===== config.mk =====
export PLATFORM = sky130hd
export DESIGN_NAME = mlaccel_compute_macc
export DESIGN_NICKNAME = d
export VERILOG_FILES = /design/src/rtl/mlaccel_compute_macc_pkg.sv /design/src/rtl/mlaccel_compute_mul_lane.sv /design/src/rtl/mlaccel_compute_macc.sv
export SDC_FILE = /design/constraint.sdc
export NUM_CORES = 2
export LEC_CHECK = 0
export BUFFER_PORTS_ARGS = -buffer_cell sky130_fd_sc_hd__buf_4
export CAP_MARGIN = 20
export CORE_ASPECT_RATIO = 0.5
export CORE_UTILIZATION = 60
export DETAILED_ROUTE_END_ITERATION = 8
export PLACE_DENSITY = 0.78
export REMOVE_ABC_BUFFERS = 1
export SYNTH_ARGS = -nofsm -noshare
export SYNTH_HDL_FRONTEND = slang
export SYNTH_SLANG_ARGS = --single-unit

===== constraint.sdc =====
create_clock -name clock -period 22.4 [get_ports clock]
set_clock_uncertainty 0.15 [all_clocks]
set_input_delay 0 -clock clock [delete_from_list [all_inputs] [get_ports clock]]
set_output_delay 0 -clock clock [all_outputs]
set_load 0.005 [all_outputs]

===== src/rtl/mlaccel_compute_macc_pkg.sv =====
// Shared constants for the lane-parallel multiply-accumulate block:
// operation codes and default geometry.
package mlaccel_compute_macc_pkg;

  // Operation codes carried with every accepted op.
  typedef enum logic [1:0] {
    OP_MAC      = 2'b00,  // acc += a*b
    OP_SET      = 2'b01,  // acc  = a*b
    OP_FLUSH    = 2'b10,  // emit acc, then acc = 0 (operands ignored)
    OP_MACFLUSH = 2'b11   // acc += a*b, emit, then acc = 0
  } op_e;

  localparam int DEF_SZ      = 8;   // parallel 8-bit lanes
  localparam int DEF_MUL_LAT = 3;   // multiply pipeline depth (>= 1)
  localparam int DEF_ACC_W   = 24;  // signed accumulator width (>= 17)

endpackage


===== src/rtl/mlaccel_compute_mul_lane.sv =====
// One lane of the signed 8x8->16 multiplier, MUL_LAT register stages deep.
// All stages advance together under a shared clock enable so that the
// product stays aligned with the op sideband pipelined in the parent.
module mlaccel_compute_mul_lane #(
  parameter int MUL_LAT = 3
) (
  input  logic               clock,
  input  logic               en,
  input  logic signed [7:0]  a,
  input  logic signed [7:0]  b,
  output logic signed [15:0] prod
);

  logic signed [15:0] stage_q [MUL_LAT];

  // Multiply into the first stage, then shift the product down the pipe.
  always_ff @(posedge clock) begin
    if (en) begin
      stage_q[0] <= 16'(a) * 16'(b);
      for (int k = 1; k < MUL_LAT; k++) begin
        stage_q[k] <= stage_q[k-1];
      end
    end
  end

  assign prod = stage_q[MUL_LAT-1];

endmodule


===== src/rtl/mlaccel_compute_macc.sv =====
// Lane-parallel signed multiply-accumulate engine.
//
// Handshake: an op transfers on the rising edge where in_valid && in_ready;
// a result transfers on the rising edge where out_valid && out_ready.
// The whole pipeline (multiplier stages, sideband, accumulators, output
// register) advances only when the output register is empty or being
// drained, and in_ready is exactly that advance condition, so no op is
// ever dropped and results leave strictly in acceptance order.
module mlaccel_compute_macc
  import mlaccel_compute_macc_pkg::*;
#(
  parameter int SZ      = DEF_SZ,
  parameter int MUL_LAT = DEF_MUL_LAT,
  parameter int ACC_W   = DEF_ACC_W
) (
  input  logic              clock,
  input  logic              reset,
  output logic              busy,
  input  logic              in_valid,
  output logic              in_ready,
  input  logic [1:0]        in_op,
  input  logic [SZ*8-1:0]   in_a,
  input  logic [SZ*8-1:0]   in_b,
  input  logic [3:0]        in_shift,
  output logic              out_valid,
  input  logic              out_ready,
  output logic [SZ*16-1:0]  out_data
);

  localparam logic signed [ACC_W-1:0] SAT_MAX = ACC_W'(32767);
  localparam logic signed [ACC_W-1:0] SAT_MIN = ACC_W'(-32768);

  logic               adv;
  logic [MUL_LAT-1:0] v_q;
  op_e                op_q [MUL_LAT];
  logic [3:0]         sh_q [MUL_LAT];
  logic               last_v;
  op_e                last_op;
  logic [3:0]         last_sh;
  logic               last_flush;

  logic signed [15:0]      prod    [SZ];
  logic signed [ACC_W-1:0] acc_q   [SZ];
  logic signed [ACC_W-1:0] acc_nxt [SZ];
  logic        [15:0]      emit    [SZ];

  assign adv        = !out_valid || out_ready;
  // During reset nothing can be lost, so the input side reads as ready.
  assign in_ready   = adv || reset;
  assign busy       = out_valid || (|v_q);
  assign last_v     = v_q[MUL_LAT-1];
  assign last_op    = op_q[MUL_LAT-1];
  assign last_sh    = sh_q[MUL_LAT-1];
  assign last_flush = (last_op == OP_FLUSH) || (last_op == OP_MACFLUSH);

  // Stage valids: cleared by reset, shifted in lock-step with the lanes.
  always_ff @(posedge clock) begin
    if (reset) begin
      v_q <= '0;
    end else if (adv) begin
      v_q[0] <= in_valid;
      for (int k = 1; k < MUL_LAT; k++) begin
        v_q[k] <= v_q[k-1];
      end
    end
  end

  // Op and shift sideband, qualified by the stage valids.
  always_ff @(posedge clock) begin
    if (adv) begin
      op_q[0] <= op_e'(in_op);
      sh_q[0] <= in_shift;
      for (int k = 1; k < MUL_LAT; k++) begin
        op_q[k] <= op_q[k-1];
        sh_q[k] <= sh_q[k-1];
      end
    end
  end

  for (genvar i = 0; i < SZ; i++) begin : g_lane
    logic signed [ACC_W-1:0] prod_ext;
    logic signed [ACC_W-1:0] sum;
    logic signed [ACC_W-1:0] pre;
    logic signed [ACC_W-1:0] shifted;

    mlaccel_compute_mul_lane #(.MUL_LAT(MUL_LAT)) u_mul (
      .clock (clock),
      .en    (adv),
      .a     (in_a[8*i +: 8]),
      .b     (in_b[8*i +: 8]),
      .prod  (prod[i])
    );

    // Sign-extend the product; the sum wraps naturally at ACC_W bits.
    assign prod_ext   = ACC_W'(prod[i]);
    assign sum        = acc_q[i] + prod_ext;
    assign acc_nxt[i] = (last_op == OP_MAC) ? sum :
                        (last_op == OP_SET) ? prod_ext : '0;
    assign pre        = (last_op == OP_MACFLUSH) ? sum : acc_q[i];
    assign shifted    = pre >>> last_sh;
    assign emit[i]    = (shifted > SAT_MAX) ? 16'h7fff :
                        (shifted < SAT_MIN) ? 16'h8000 : shifted[15:0];
  end

  // Accumulators update when a valid op leaves the last stage.
  always_ff @(posedge clock) begin
    if (reset) begin
      for (int i = 0; i < SZ; i++) acc_q[i] <= '0;
    end else if (adv && last_v) begin
      for (int i = 0; i < SZ; i++) acc_q[i] <= acc_nxt[i];
    end
  end

  // Output register: loaded by a flush leaving the pipe, held while stalled.
  always_ff @(posedge clock) begin
    if (reset) begin
      out_valid <= 1'b0;
      out_data  <= '0;
    end else if (adv) begin
      out_valid <= last_v && last_flush;
      if (last_v && last_flush) begin
        for (int i = 0; i < SZ; i++) out_data[16*i +: 16] <= emit[i];
      end
    end
  end

endmodule

Yosys cells after proc, flatten, opt, wreduce, memory -nomap -nowiden
Memory sizes are Yosys's and may differ from the RTL's.
Index checks and enable logic that the tools add are counted.
{ "op_classes": {"addsub": 8, "mul": 8, "n_lt_le_gt_ge": 16, "n_eq_ne": 3, "shifts": 8, "mux": 55, "bitwise_logic": 8, "n_reduce_logical": 10} }
{ "ops": {"columns": ["cell", "n"], "rows": [
  ["2-to-1 mux 24 bit", 32],
  ["2-to-1 mux 16 bit", 16],
  ["adder 24 x 16 -> 24 bit", 8],
  ["> comparator 24 x 16 -> 1 bit (second input constant)", 8],
  ["less-than comparator 24 x 16 -> 1 bit (second input constant)", 8],
  [">>> shifter 24 x 4 -> 24 bit", 8],
  ["multiplier 8 x 8 -> 16 bit", 8],
  ["bitwise OR 1 bit", 8],
  ["2-to-1 mux 1 bit", 7],
  ["equality test 2 bit (second input constant)", 2],
  ["logical OR 1 bit", 4],
  ["OR reduction 3 bit", 1],
  ["equality test 2 x 1 -> 1 bit (second input constant)", 1],
  ["logical AND 1 bit", 2],
  ["zero test 2 bit", 1],
  ["AND reduction 2 bit", 1],
  ["zero test 1 bit", 1]
]} }
{ "totals": {"reg_bits": 132, "ramBits": 594, "in_bits": 138, "word_cells": 130, "mem_count": 11} }
{ "memory_table": {"columns": ["memory", "words", "width", "read_ports", "rd_ports_with_merged_regs", "wr", "line_no", "rtl"], "rows": [
  ["acc_q", 8, 24, 8, 0, 8, "mlaccel_compute_macc.sv:43", "logic signed [ACC_W-1:0] acc_q [SZ];"],
  ["g_lane[0].u_mul.stage_q", 3, 16, 3, 0, 3, "mlaccel_compute_mul_lane.sv:14", "logic signed [15:0] stage_q [MUL_LAT];"],
  ["g_lane[1].u_mul.stage_q", 3, 16, 3, 0, 3, "mlaccel_compute_mul_lane.sv:14", null],
  ["g_lane[2].u_mul.stage_q", 3, 16, 3, 0, 3, "mlaccel_compute_mul_lane.sv:14", null],
  ["g_lane[3].u_mul.stage_q", 3, 16, 3, 0, 3, "mlaccel_compute_mul_lane.sv:14", null],
  ["g_lane[4].u_mul.stage_q", 3, 16, 3, 0, 3, "mlaccel_compute_mul_lane.sv:14", null],
  ["5 more memories", null, null, null, null, null, null, null]
]} }

Logic depth before layout (Yosys ltp)
{ "depth": {"word_depth": 7, "ltp_mapped": 21} }

Modules after synthesis
From an unflattened synthesis, not the netlist that was laid out.
{ "hier_totals": {"hier_cells": 7593, "hier_area_um2": 70755.4} }
{ "by_module_without_submodules": {"columns": ["module", "n_inst", "cells_each", "area_per_inst_um2", "seq_area_each_um2"], "rows": [
  ["mlaccel_compute_macc", 1, 4806, 38146.6, 8948.6],
  ["mlaccel_compute_mul_lane (g_lane[0].u_mul ...)", 7, 348, 4072.7, 1441.4],
  ["mlaccel_compute_mul_lane (g_lane[7].u_mul)", 1, 351, 4100.2, 1441.4]
]} }

Worst setup path before layout
No wires, ideal clock.
{ "synth_timing": {"kind": "register to register", "startpoint": "register out_valid", "endpoint": "memory acc_q[0][0] in the netlist's numbering (enable)", "arrival_ns": 16.012, "setup_slack_ns": 5.687, "stages_incl_launch_ff": 4, "period_less_slack_ns": 16.713, "path_cell_list": "dfxtp_1 -> nand2b_1 -> clkbuf_1 -> a21o_1"} }
{ "synth_rtl": {"columns": ["element", "line_no", "rtl"], "rows": [
  ["start: declaration", "mlaccel_compute_macc.sv:25", "output logic out_valid,"],
  ["start signal: assignment", "mlaccel_compute_macc.sv:120", "out_valid <= last_v && last_flush;"],
  ["end: declaration", "mlaccel_compute_macc.sv:43", null]
]} }

==> results.txt <==
#FFs+latches synth: 726
Site Rows: 87
Mapped Cells: 7,276
# DRC: 0
Vias: 57,010
Sink Count: 726
Core ar.: 112,800 um^2
Vias in the first global route: 54,570
Cell area after synthesis: 68,270 um^2
Rel. slew slack: 0.1940
Status: finished, final reports clean
Clock power frac: 0.163
Global-route wire length before repair: 303,800 um
H-tree levels: 3
HPWL after DPL: 138,000 um
Hold Crit Class: in -> reg
Seq/Total Area, Yosys: 0.3000
DRT Pass-1 Iters: 8
Leakage: 31.26 nW
Initial antenna violation count: 4
Worst Path Arrival: 6.54 ns
Total track usage: 0.3340
Async set-reset flop share out of synthesis: 0
CTS buffer count: 73
Count of input and output buffers: 268
CTS root buffer: clkbuf_16
Die area: 115,200 um^2
DRT met1 WL: 79,540 um
Largest cells by area after synthesis: edfxtp_1, fa_1, ha_1
CTS tree: done
Slew @ Worst Pin: 1.200 ns
I/O pin total: 269
Worst vdd ir: 0.1085 mV
Max Clk Rate: 164.8 MHz
Distinct cells, synth: 103
Routed wl met2: 88,320 um
Highest metal used: met5
Top_reg_cell synth: edfxtp_1
Synth top area share: 0.2613
Layout cells sized above 1: 0.09014
Average routed wire per standard cell: 21.76 um
Routed WL: 194,400 um
Sequential fraction of design power: 0.272
Logic pwr share: 0.564
Cell with the most instances after synthesis: nand2_1
Largest net degree at the start of global routing: 149
Die width: 479.0 um
Post-route cell area: 74,520 um^2
Initial Util: 0.6053
Sw Share: 0.4376
Final setup vio count: 0
Crit path required time: 22.87 ns
Final cycle utilization of the critical path: 0.2709
# Max-Cap Violations: 0
Clk buf depth: 3
Via-to-Cell Ratio: 6.379
Post-synth top cells: nand2_1, inv_1, edfxtp_1
CP startpoint kind: flip-flop
Hold Fails Final Rpt: 0
Post-synth EDFFs: 594
Syn Area/Cell: 9.382 um^2
Net Sw Power: 0.003543 W
Dpl cell area: 71,170 um^2
Worst skew pair latency: 0.71 ns
Setup tns final: 0 ns
Unrepaired setup endpoints after global routing: no
CP Max Fanout: 137
Crit Path Category: reg -> reg
Die Ht: 240.5 um
Gr ovfl total: 0
Final ANT Viol Nets: 0
Yosys Warn Count: 0
Post-layout minimum cycle time: 6.067 ns
Net count, final: 8,368
Pwr/cell area: 108.6 nW/um^2
Placer congestion estimate: 0.9825
CP endpoint kind: flip-flop
Register-to-register setup slack: 16.33 ns
DR iter-0 viols: 5,898
Yosys top cell by area: edfxtp_1
Area Growth Syn to Fin: 9.164%
Met3 routed WL: 19,420 um
Internal power: 0.004554 W
Count of pins over their slew limit: 0
Clock transition at the registers of the reported paths: 0.07 ns
path summary, 6_finish.rpt:
check,start,endpoint,cells after the start
max reg2reg,op_q[0][4]$_DFFE_PN_,out_data[13]$_SDFFE_PP0P_,13
min reg2reg,g_lane[5].u_mul.stage_q[0][19]$_DFFE_PN_,g_lane[5].u_mul.stage_q[0][35]$_DFFE_PN_,0
min,in_a[41],g_lane[5].u_mul.stage_q[0][3]$_DFFE_PN_,5
max,op_q[0][4]$_DFFE_PN_,out_data[13]$_SDFFE_PP0P_,13
logic make-up after synthesis:
group           after synthesis  synth area share
fa+ha+maj                   864            0.2076
mux                         408           0.07078
compound gates             1757            0.1709
buf+inv                    1025           0.05762
flops                       726            0.3000
xor+xnor                    304           0.03900
simple gates               2192            0.1540
layout make-up:
type                            instances  area, um^2
Sequential cell                       726       20480
Fill cell                            9091       38250
Inverter                              631        2384
Clock buffer                           89        1992
Clock inverter                         42       483.0
Antenna cell                            2       5.005
Tap cell                             1513        1893
Multi-Input combinational cell       5525       43910
Timing Repair Buffer                  409        3371
per-stage QoR:
step	power (W)	hold WS [ns]	cells	util	worst slack (ns)
floorplan	0.005566	-0.08535	6882	-	5.612
global placement	0.006570	0.02846	8717	0.6311	16.37
detailed placement	0.006667	0.03012	8718	0.6311	16.43
CTS	0.008030	0.005552	8929	0.6602	16.38
global route	0.008682	0.002486	8937	0.6608	16.07
finish	0.008096	0.01664	8937	0.6608	16.33
power by group through the flow:
| stage | clock network (W) | logic (W) | registers, W |
|---|---|---|---|
| 4_1_cts | 0.00133 | 0.00450 | 0.00220 |
| 3_5_place_dp | 0 | 0.00444 | 0.00223 |
| 5_1_grt | 0.00138 | 0.00507 | 0.00223 |
| 2_1_floorplan | 0 | 0.00343 | 0.00214 |
| 3_3_place_gp | 0 | 0.00436 | 0.00221 |
| 6_report | 0.00132 | 0.00457 | 0.00220 |
metal layers:
| metal | vias up | GRT usage |
|---|---|---|
| met5 | - | 0 |
| met4 | 2 | 0.1159 |
| met3 | 470 | 0.06781 |
| met2 | 2766 | 0.5316 |
| met1 | 27690 | 0.4562 |
| li1 | 26080 | - |
sequential cells by signal (all words and copies together), names as in the netlist:
register	count
g_lane.u_mul.stage_q	384
sh_q	12
out_valid	1
out_data	128
acc_q	192
v_q	3
op_q	6
layout by cell type, fill, tap and decap left out, types with 30 or more instances in the layout:
cell and n:
xor2_1 88, o21ai_0 278, buf_4 318, dlygate4sd3_1 80, or3_1 46, o21a_1 43, a211oi_1 175, and2_1 352
fa_1 448, dfxtp_1 132, nand2b_1 90, o211ai_1 76, nand3_1 93, xnor2_1 216, nor3_1 98, clkbuf_16 77
edfxtp_1 594, inv_1 627, and3_1 49, ha_1 416, nand4_1 74, a22oi_1 83, a31oi_1 45, o22ai_1 39
mux4_2 52, nor4_1 30, nor2_1 562, nand2_1 674, o21bai_1 76, mux2_2 78, a21o_1 93, a21oi_1 515
mux2i_1 278
worst max-delay path, cell delays in order, from the launching register on:
cell and delay [ns]:
edfxtp_1 0.44, buf_12 0.63, and2_4 0.81, buf_12 0.53, buf_4 0.59, nand2b_1 0.15, mux2i_1 0.16, a211oi_1 0.14
mux2_2 0.37, mux2i_1 0.30, nand4_1 0.17, o311ai_2 0.94, a21bo_2 0.31, a211oi_1 0.21
what timing repair did:
item,CTS,global route
hold buffers,80,0
resized for setup,0,0
hold endpoints to repair,74,0
buffers inserted,0,0
Note: power is estimated with default switching activity, not from simulation.
